## src/rtl/psum_ofifo_pkg.sv

```systemverilog
// ============================================================================
// psum_ofifo_pkg
// ----------------------------------------------------------------------------
// Shared constants and types for the psum output buffer that sits directly
// downstream of a mac_col instance.
//
// Contents:
//   BW_PSUM       psum width (2*bw+4 with bw=8), shared with mac_col
//   psum_t        signed two's-complement psum type, shared with mac_col
//   OFIFO_DEPTH   number of FIFO entries (power of two, >= 2)
//   OFIFO_ADDR_W  log2(OFIFO_DEPTH), width of the read/write pointers
//   SUM_BW        width of the saturating |psum| accumulator
// ============================================================================
package psum_ofifo_pkg;

    localparam int BW_PSUM      = 20;
    typedef logic signed [BW_PSUM-1:0] psum_t;

    localparam int OFIFO_DEPTH  = 16;
    localparam int OFIFO_ADDR_W = 4;

    // Four guard bits over the psum width, so up to 16 worst-case magnitudes
    // fit before saturation kicks in.
    localparam int SUM_BW       = BW_PSUM + 4;

endpackage : psum_ofifo_pkg

```

## src/rtl/psum_abs_sat_acc.sv

```systemverilog
// ============================================================================
// psum_abs_sat_acc
// ----------------------------------------------------------------------------
// Absolute value of an incoming psum plus a saturating accumulator of those
// magnitudes. The accumulated value is the normalization denominator used by
// the stage downstream of the output FIFO.
//
// Ports:
//   clk      in   clock, rising edge
//   reset    in   asynchronous active-high reset, clears abs_sum
//   in_psum  in   [bw_psum-1:0] two's-complement psum
//   acc_en   in   add |in_psum| this edge (write was accepted by the FIFO)
//   sum_clr  in   synchronous clear; combined with acc_en, clear then add
//   abs_sum  out  [sum_bw-1:0] saturating running sum of magnitudes
// ============================================================================
module psum_abs_sat_acc
    import psum_ofifo_pkg::*;
#(
    parameter int bw_psum = BW_PSUM,
    parameter int sum_bw  = SUM_BW
) (
    input  logic               clk,
    input  logic               reset,
    input  logic [bw_psum-1:0] in_psum,
    input  logic               acc_en,
    input  logic               sum_clr,
    output logic [sum_bw-1:0]  abs_sum
);

    logic [bw_psum-1:0] mag;
    logic [sum_bw-1:0]  base;
    logic [sum_bw:0]    wide_sum;
    logic [sum_bw-1:0]  sat_sum;

    // Magnitude is kept as an unsigned bw_psum-bit quantity. The most
    // negative psum negates to itself in bit pattern, which read as unsigned
    // is exactly 2^(bw_psum-1), the correct magnitude.
    always_comb begin
        mag = in_psum;
        if (in_psum[bw_psum-1]) begin
            mag = (~in_psum) + bw_psum'(1);
        end
    end

    // A clear in the same cycle as an accepted write restarts the sum from
    // zero before adding, so the new value is just this write's magnitude.
    // One extra carry bit detects overflow past the top of the range, which
    // pins the result at all-ones; once pinned it stays there because any
    // further non-negative addend carries out again.
    always_comb begin
        base     = sum_clr ? '0 : abs_sum;
        wide_sum = {1'b0, base} + (sum_bw + 1)'(mag);
        sat_sum  = wide_sum[sum_bw] ? '1 : wide_sum[sum_bw-1:0];
    end

    // Accumulator register: reset clears, an accepted write loads the
    // saturated sum (which already honours sum_clr), a lone clear zeroes it.
    always_ff @(posedge clk or posedge reset) begin
        if (reset) begin
            abs_sum <= '0;
        end else if (acc_en) begin
            abs_sum <= sat_sum;
        end else if (sum_clr) begin
            abs_sum <= '0;
        end
    end

endmodule : psum_abs_sat_acc

```

## src/rtl/psum_ofifo.sv

```systemverilog
// ============================================================================
// psum_ofifo
// ----------------------------------------------------------------------------
// Output-side first-word-fall-through FIFO behind one mac_col. Captures every
// psum the column emits, in stream order, so the consumer can drain at its
// own pace, and keeps a saturating sum of |psum| over accepted entries.
//
// Ports:
//   clk        in   clock, rising edge
//   reset      in   asynchronous active-high reset, clears all state
//   in_psum    in   [bw_psum-1:0] psum from mac_col
//   in_valid   in   qualifies in_psum
//   in_ready   out  !full
//   rd_en      in   consumer pop request
//   out_psum   out  [bw_psum-1:0] head entry, 0 when empty
//   out_valid  out  !empty
//   count      out  [addr_w:0] occupancy, 0..depth
//   full       out  count == depth
//   empty      out  count == 0
//   sum_clr    in   synchronous clear of abs_sum and overflow
//   abs_sum    out  [sum_bw-1:0] saturating sum of |in_psum|
//   overflow   out  sticky flag, in_valid seen while full
// ============================================================================
module psum_ofifo
    import psum_ofifo_pkg::*;
#(
    parameter int bw_psum = BW_PSUM,
    parameter int depth   = OFIFO_DEPTH,
    parameter int addr_w  = OFIFO_ADDR_W,
    parameter int sum_bw  = SUM_BW
) (
    input  logic               clk,
    input  logic               reset,
    input  logic [bw_psum-1:0] in_psum,
    input  logic               in_valid,
    output logic               in_ready,
    input  logic               rd_en,
    output logic [bw_psum-1:0] out_psum,
    output logic               out_valid,
    output logic [addr_w:0]    count,
    output logic               full,
    output logic               empty,
    input  logic               sum_clr,
    output logic [sum_bw-1:0]  abs_sum,
    output logic               overflow
);

    localparam logic [addr_w:0] DEPTH_CNT = (addr_w + 1)'(depth);

    logic [bw_psum-1:0] mem [depth];
    logic [addr_w-1:0]  wr_ptr;
    logic [addr_w-1:0]  rd_ptr;
    logic               wr_acc;
    logic               rd_acc;

    // Status flags come straight from compares on the registered count.
    // Tracking count separately from the pointers keeps full and empty
    // unambiguous when the pointers are equal.
    assign full      = (count == DEPTH_CNT);
    assign empty     = (count == '0);
    assign in_ready  = !full;
    assign out_valid = !empty;

    // Both accept decisions use the pre-edge flags, so a pop in the same
    // cycle cannot make room for a write that arrives while full.
    assign wr_acc = in_valid && !full;
    assign rd_acc = rd_en && !empty;

    // Head entry falls through combinationally; forced to zero when empty so
    // stale memory contents never leak onto the output.
    assign out_psum = empty ? '0 : mem[rd_ptr];

    // Storage array. Not reset: a location is only ever read after it has
    // been written, since count gates the read side.
    always_ff @(posedge clk) begin
        if (wr_acc) begin
            mem[wr_ptr] <= in_psum;
        end
    end

    // Pointers wrap naturally at addr_w bits because depth is a power of two.
    always_ff @(posedge clk or posedge reset) begin
        if (reset) begin
            wr_ptr <= '0;
            rd_ptr <= '0;
        end else begin
            if (wr_acc) begin
                wr_ptr <= wr_ptr + addr_w'(1);
            end
            if (rd_acc) begin
                rd_ptr <= rd_ptr + addr_w'(1);
            end
        end
    end

    // Occupancy: a simultaneous accepted read and write leaves it unchanged.
    always_ff @(posedge clk or posedge reset) begin
        if (reset) begin
            count <= '0;
        end else begin
            case ({wr_acc, rd_acc})
                2'b10:   count <= count + (addr_w + 1)'(1);
                2'b01:   count <= count - (addr_w + 1)'(1);
                default: count <= count;
            endcase
        end
    end

    // Sticky overflow. A dropped write in the same cycle as sum_clr still
    // sets the flag, so the set branch is checked first.
    always_ff @(posedge clk or posedge reset) begin
        if (reset) begin
            overflow <= 1'b0;
        end else if (in_valid && full) begin
            overflow <= 1'b1;
        end else if (sum_clr) begin
            overflow <= 1'b0;
        end
    end

    psum_abs_sat_acc #(
        .bw_psum (bw_psum),
        .sum_bw  (sum_bw)
    ) u_abs_acc (
        .clk     (clk),
        .reset   (reset),
        .in_psum (in_psum),
        .acc_en  (wr_acc),
        .sum_clr (sum_clr),
        .abs_sum (abs_sum)
    );

endmodule : psum_ofifo
```

## config.mk

```make
export PLATFORM = sky130hd
export DESIGN_NAME = psum_ofifo
export DESIGN_NICKNAME = d
export VERILOG_FILES = /design/src/rtl/psum_ofifo_pkg.sv /design/src/rtl/psum_abs_sat_acc.sv /design/src/rtl/psum_ofifo.sv
export SDC_FILE = /design/constraint.sdc
export NUM_CORES = 1
export LEC_CHECK = 0
export BUFFER_PORTS_ARGS = -buffer_cell sky130_fd_sc_hd__buf_2
export CAP_MARGIN = 20
export CORE_MARGIN = 2
export CORE_UTILIZATION = 40
export CTS_BUF_LIST = sky130_fd_sc_hd__clkbuf_8
export CTS_CLUSTER_DIAMETER = 150
export CTS_CLUSTER_SIZE = 25
export DETAILED_ROUTE_END_ITERATION = 10
export HOLD_SLACK_MARGIN = 0.1
export PLACE_DENSITY = 0.63
export SETUP_SLACK_MARGIN = 0.3
export SYNTH_ARGS = -nofsm -noshare
export SYNTH_HDL_FRONTEND = slang
export SYNTH_SLANG_ARGS = --single-unit
```

## constraint.sdc

```tcl
create_clock -name clk -period 3.7 [get_ports clk]
set_input_delay 0.37 -clock clk [delete_from_list [all_inputs] [get_ports clk]]
set_output_delay 0.37 -clock clk [all_outputs]
set_load 0.05 [all_outputs]
```

== Word level (Yosys, flattened, before mapping) ==
Memory sizes are Yosys's and may differ from the RTL's.
Index checks and enable logic that the tools add are counted.

* Register bits after elaboration: 38
* Bits in latches: 0
* Bits in writable memories: 320
* ROM bits: 0
* Bits of input ports: 25
* Output and inout port bits: 54
* Memories kept: 1

* Add/sub/neg operators: 6
* $mul: 0
* Div/mod/pow operators: 0
* Magnitude comparators: 0
* Equality and inequality tests: 3
* Shifts and indexed selects: 0
* Mux-type cells: 10
* Bitwise operators: 1
* Reductions and logical operators: 8

{| class="wikitable"
|+ Memories
! name !! depth !! width !! read ports !! clocked after Yosys merged registers in !! write ports !! RTL line !! source
|-
| mem || 16 || 20 || 1 || 0 || 1 || psum_ofifo.sv:50 || <nowiki>logic [bw_psum-1:0] mem [depth];</nowiki>
|}

{| class="wikitable"
|+ Operators with widths
! kind !! count
|-
| $mux W24 || 3
|-
| $mux W20 || 2
|-
| $add A24 B20 Y25 || 1
|-
| $add A20 B1 Y20 const B || 1
|-
| $not A20 Y20 || 1
|-
| $pmux W5 S2 || 1
|-
| $add A4 B1 Y4 const B || 2
|-
| $add A5 B1 Y5 const B || 1
|-
| $eq A5 B5 Y1 const B || 1
|-
| $logic_not A5 Y1 || 1
|-
| $sub A5 B1 Y5 const B || 1
|-
| $mux W1 || 4
|-
| $reduce_bool A2 Y1 || 2
|-
| $logic_and A1 B1 Y1 || 3
|-
| $eq A2 B1 Y1 const B || 1
|-
| $eq A2 B2 Y1 const B || 1
|-
| $logic_not A1 Y1 || 2
|}

== Depth between registers and ports, before layout ==
* Word-level depth: 6
* Mapped depth: 14
* Depth with buffers taken out: 13

== Modules after synthesis ==
From an unflattened synthesis, not the netlist that was laid out.

* Cells, all modules: 930
* Area total of the unflattened synthesis: 15645.0 µm²

{| class="wikitable"
|+ By module, submodules not included
! module !! instances !! cells each !! area an instance (µm²) !! seq. area each (µm²)
|-
| psum_ofifo || 1 || 597 || 13068.8 || 9959.6
|-
| psum_abs_sat_acc || 1 || 333 || 2576.2 || 600.6
|}

== Least setup slack after synthesis ==
Ideal clock, no wire load.

* Path kind: register to register
* From: reg count[0]
* To: mem mem[0][0] (netlist name) (enable)
* Data arrival time: 3.251 ns
* Data required time: 3.278 ns
* Slack: 0.027 ns
* Cell stages (with the launch flop): 8
* Buffers on the path: 2
* Period minus slack after synthesis: 3.673 ns
* Cell sequence: dfrtp_1 > nor4_1 > nand2_1 > and2_1 > buf_2 > buf_2 > nand2_1 > nor3_1

* Word-level cells in the longest chain between the ends: 5

{| class="wikitable"
|+ RTL lines
! item !! RTL line !! source
|-
| start: declaration || psum_ofifo.sv:40 || <nowiki>output logic [addr_w:0] count,</nowiki>
|-
| start signal: assignment || psum_ofifo.sv:102 || <nowiki>2'b10: count <= count + (addr_w + 1)'(1);</nowiki>
|-
| start signal: assignment || psum_ofifo.sv:103 || <nowiki>2'b01: count <= count - (addr_w + 1)'(1);</nowiki>
|-
| start signal: assignment || psum_ofifo.sv:104 || <nowiki>default: count <= count;</nowiki>
|-
| $eq A5 B5 Y1 || psum_ofifo.sv:59 || <nowiki>assign full = (count == DEPTH_CNT);</nowiki>
|-
| $logic_not A1 Y1 || n/a ||
|-
| net in_ready || psum_ofifo.sv:36 || <nowiki>output logic in_ready,</nowiki>
|-
| $logic_and A1 B1 Y1 || psum_ofifo.sv:66 || <nowiki>assign wr_acc = in_valid && !full;</nowiki>
|-
| $mux W1 || psum_ofifo.sv:76 || <nowiki>if (wr_acc) begin</nowiki>
|-
| $mux W1 (implied by the code) || psum_ofifo.sv:77 || <nowiki>mem[wr_ptr] <= in_psum;</nowiki>
|-
| end: declaration || psum_ofifo.sv:50 ||
|}

The timed path passes the listed nets, and every way through them passes these cells.

== Worst setup path in the final report ==
* From: reg rd_ptr[1]
* To: out out_psum[7]

* Word-level cells in the longest chain between the ends: 2

{| class="wikitable"
|+ RTL lines
! item !! RTL line !! source
|-
| start: declaration || psum_ofifo.sv:52 || <nowiki>logic [addr_w-1:0] rd_ptr;</nowiki>
|-
| start signal: assignment || psum_ofifo.sv:91 || <nowiki>rd_ptr <= rd_ptr + addr_w'(1);</nowiki>
|-
| $mem_v2 Z16 W20 || n/a ||
|-
| $mux W20 || psum_ofifo.sv:71 || <nowiki>assign out_psum = empty ? '0 : mem[rd_ptr];</nowiki>
|-
| end: declaration || psum_ofifo.sv:38 || <nowiki>output logic [bw_psum-1:0] out_psum,</nowiki>
|}

Every way passes these cells.

==> out/summary.txt <==
dpl hpwl = 22,000 um
CP max stage cell = dfrtp_4
Initial Util = 40.3%
First-pass DRT Iterations = 5
via-per-instance ratio = 5.40
Fin Hold WS = 0.171 ns
Syn Std Cell Area = 0.0155 mm2
RSZ-0062 raised after global routing = false
internal power = 7.66 mW
R2R cell count = 13
wire per inst = 23.2 um
Fmax = 306 MHz
initial antenna violation count = 2
critical path launch point type = register
Required @ worst endpoint = 3.33 ns
endpoint type of the worst setup path = primary output
Peak VDD IR = 0.000416 V
Sw Pwr = 4.94 mW
nets = 1,047
CTS buffer count = 18
clock root cell = clkbuf_8
period utilization = 88.3%
Final WS setup = 0.435 ns
core area = 0.0385 mm2
Global Route Usage Sum = 17.6%
Final Max Slew Viols = 0
critical path cell sequence = buf_4 > mux4_2 > mux4_2 > nor2b_1 > buf_2
die area = 0.0404 mm2
num rows = 72
CTS max path bufs = 3
clk slew on worst S/H paths = 0.14 ns
Clk network pwr share = 13.4%
FILL cells = 3,303
Layout area overhead = 12.0%
layout cells sized above 1 = 30.2%
reg2reg setup slack = 0.73 ns
die height = 201 um
Synth Flop Type = edfxtp_1
TritonCTS clock tree = yes
status = completed
WHS Path Cells = 1
Port Buffers = 78
Yosys warnings = 0
Tot Pwr = 12.6 mW
Combinational Power Share = 44.3%
die width = 201 um
Leakage = 5.92 nW
FF-to-FF End = count[4]
latest clock arrival within the worst-skew pair = 0.57 ns
Largest stage delay, worst path = 0.74 ns
worst hold path type = in -> reg
grt total ovfl = 0
sequential-to-total area share from yosys stat = 68.1%
number of distinct library cells after synthesis = 62
slew margin rel. = 36.7%
Synth Net Count = 921
Antenna Nets Post-Route = 0
first-pass GRT wire length = 53,200 um
Ports = 79
Switching Share = 39.2%
Cells after Synth = 864
H-tree Lvls = 1
Final GP Congestion = 0.799
most frequent cells in the layout = edfxtp_1 (320), mux4_2 (100), buf_2 (78)
DRC Markers = 0
syn_area_per_cell = 17.9 um2
Reg power frac = 42.3%
Final Setup Violations = 0
number of max-cap violations = 0
WL final = 35,300 um
post-synthesis register bit count = 358
DRT iter0 DRCs = 795
Worst-Margin Slew = 0.950 ns
number of synthesized flops with an enable pin = 320
fin util = 45.2%
largest net degree at the start of global routing = 44
CTS sink count = 358
asr flop ratio synth = 10.6%
vias in the first global route = 8,312
CP Buf/Inv Count = 2
worst reg2reg startpoint = count[0]
Hold Crit Start = in_psum[16]
hold path endpoint = mem[2][16]
minimum clock period = 3.27 ns
vias after detailed routing = 8,221
maximum fanout along the worst path = 24
most common cell after layout, fill and taps aside = edfxtp_1
pre-CTS setup slack = -0.00406 ns
Worst Setup Path Type = reg -> out
critical path's most frequent cell = mux4_2
Worst Path Arrival = 2.90 ns
Fin. Hold Viols = 0
family with the most delay on the worst path = multiplexers
post-route clock skew = 0.0325 ns
cell area power density = 726 mW/mm2
==> worst max-delay path by stage <==
stage | startpoint | end | slack (ns) | depth (start not counted)
3_3_place_gp | in_psum[5] | u_abs_acc.abs_sum[16] | 0.03 | 14
4_1_cts | in_psum[15] | u_abs_acc.abs_sum[1] | 0.32 | 12
3_5_place_dp | in_psum[5] | u_abs_acc.abs_sum[21] | -0.004 | 15
5_1_grt | in_psum[5] | u_abs_acc.abs_sum[2] | 0.31 | 14
6_report | rd_ptr[1] | out_psum[7] | 0.43 | 5
2_1_floorplan | in_psum[5] | u_abs_acc.abs_sum[10] | 0.38 | 13
==> power groups by stage <==
stage | Sequential (mW) | Clock [mW] | Combinational, mW
floorplan | 5.57 | 0 | 3.90
global placement | 5.50 | 0 | 5.51
detailed placement | 5.51 | 0 | 5.54
CTS | 5.34 | 1.75 | 5.69
global route | 5.40 | 1.88 | 5.98
finish | 5.33 | 1.69 | 5.58
==> cells by family after synthesis <==
| kind of cell | count (synthesis) | share of synthesized area [%] |
|---|---|---|
| buf+inv | 59 | 1.57 |
| mux | 103 | 14.7 |
| fa+ha+maj | 32 | 2.68 |
| compound gates | 103 | 4.95 |
| xor+xnor | 45 | 2.54 |
| flops | 358 | 68.1 |
| simple gates | 164 | 5.43 |
==> worst reg2reg max path: cells and delay by family (launching register included) <==
family | cells | cell delay (ns)
AO/OA/AOI/OAI | 2 | 0.18
adder cells (fa/ha/maj) | 2 | 0.71
XOR/XNOR | 2 | 0.27
buffers and inverters | 3 | 0.39
flip-flops | 1 | 0.47
AND/OR/NAND/NOR | 4 | 0.87
==> timing repair <==
item | 4_1_cts | 5_1_grt
buffers inserted | 3 | 0
setup endpoints to repair | 15 | 21
hold endpoints to repair | 47 | 0
resized for setup | 0 | 1
hold buffers | 3 | 0
==> synth_stat cells (3+ instances only) <==
master | count | area share, %
a2bb2oi_1 | 3 | 0.17
nand3_1 | 5 | 0.16
o21ai_1 | 3 | 0.097
clkbuf_1 | 23 | 0.56
nor2_1 | 40 | 0.97
mux4_2 | 100 | 15
nor4_1 | 3 | 0.12
nand4_1 | 4 | 0.16
nor3_1 | 9 | 0.29
a21oi_1 | 27 | 0.87
dfrtp_1 | 38 | 6.1
inv_1 | 21 | 0.51
a21o_1 | 5 | 0.24
buf_1 | 3 | 0.073
or3_1 | 3 | 0.12
a31oi_1 | 4 | 0.16
nand2b_1 | 4 | 0.16
o21ai_0 | 17 | 0.55
buf_2 | 11 | 0.36
edfxtp_1 | 320 | 62
xor2_1 | 15 | 0.85
o31ai_1 | 5 | 0.24
ha_1 | 30 | 2.4
xnor2_1 | 30 | 1.7
o21a_1 | 5 | 0.24
and2_1 | 5 | 0.20
a31oi_2 | 10 | 0.81
nor2b_1 | 45 | 1.8
a41oi_1 | 3 | 0.17
nand2_1 | 35 | 0.85
==> per-layer routing <==
metal / track usage, % / vias to the layer above / part of all wire (%)
li1: - / 3670 / -
met1: 25.2 / 4283 / 44
met2: 29.5 / 243 / 49
met3: 2.18 / 25 / 5.9
met4: 2.94 / 0 / 1.2
met5: 0 / - / 0
==> metrics by stage <==
stage	cell area, um2	cells	setup TNS, ns
floorplan	15500	864	0
global placement	17000	1482	0
detailed placement	17000	1482	-0.00579
CTS	17400	1520	0
global route	17400	1520	0
finish	17400	1521	0
==> state kept, by name, indices dropped and copies added (netlist names) <==
signal             count
overflow               1
mem                  320
rd_ptr                 4
count                  5
u_abs_acc.abs_sum     24
wr_ptr                 4
==> area by class of cell <==
type | instances | area (um2) | area share (%)
inverter | 21 | 78.8 | 0.454
tap | 518 | 648 | 3.73
clock inverter | 13 | 65.1 | 0.375
sequential | 358 | 10600 | 60.8
antenna | 1 | 2.50 | 0.0144
timing repair buffer | 144 | 956 | 5.50
multi-input combinational | 447 | 4790 | 27.6
clock buffer | 19 | 262 | 1.51
Power figures use the tool's default switching activity.
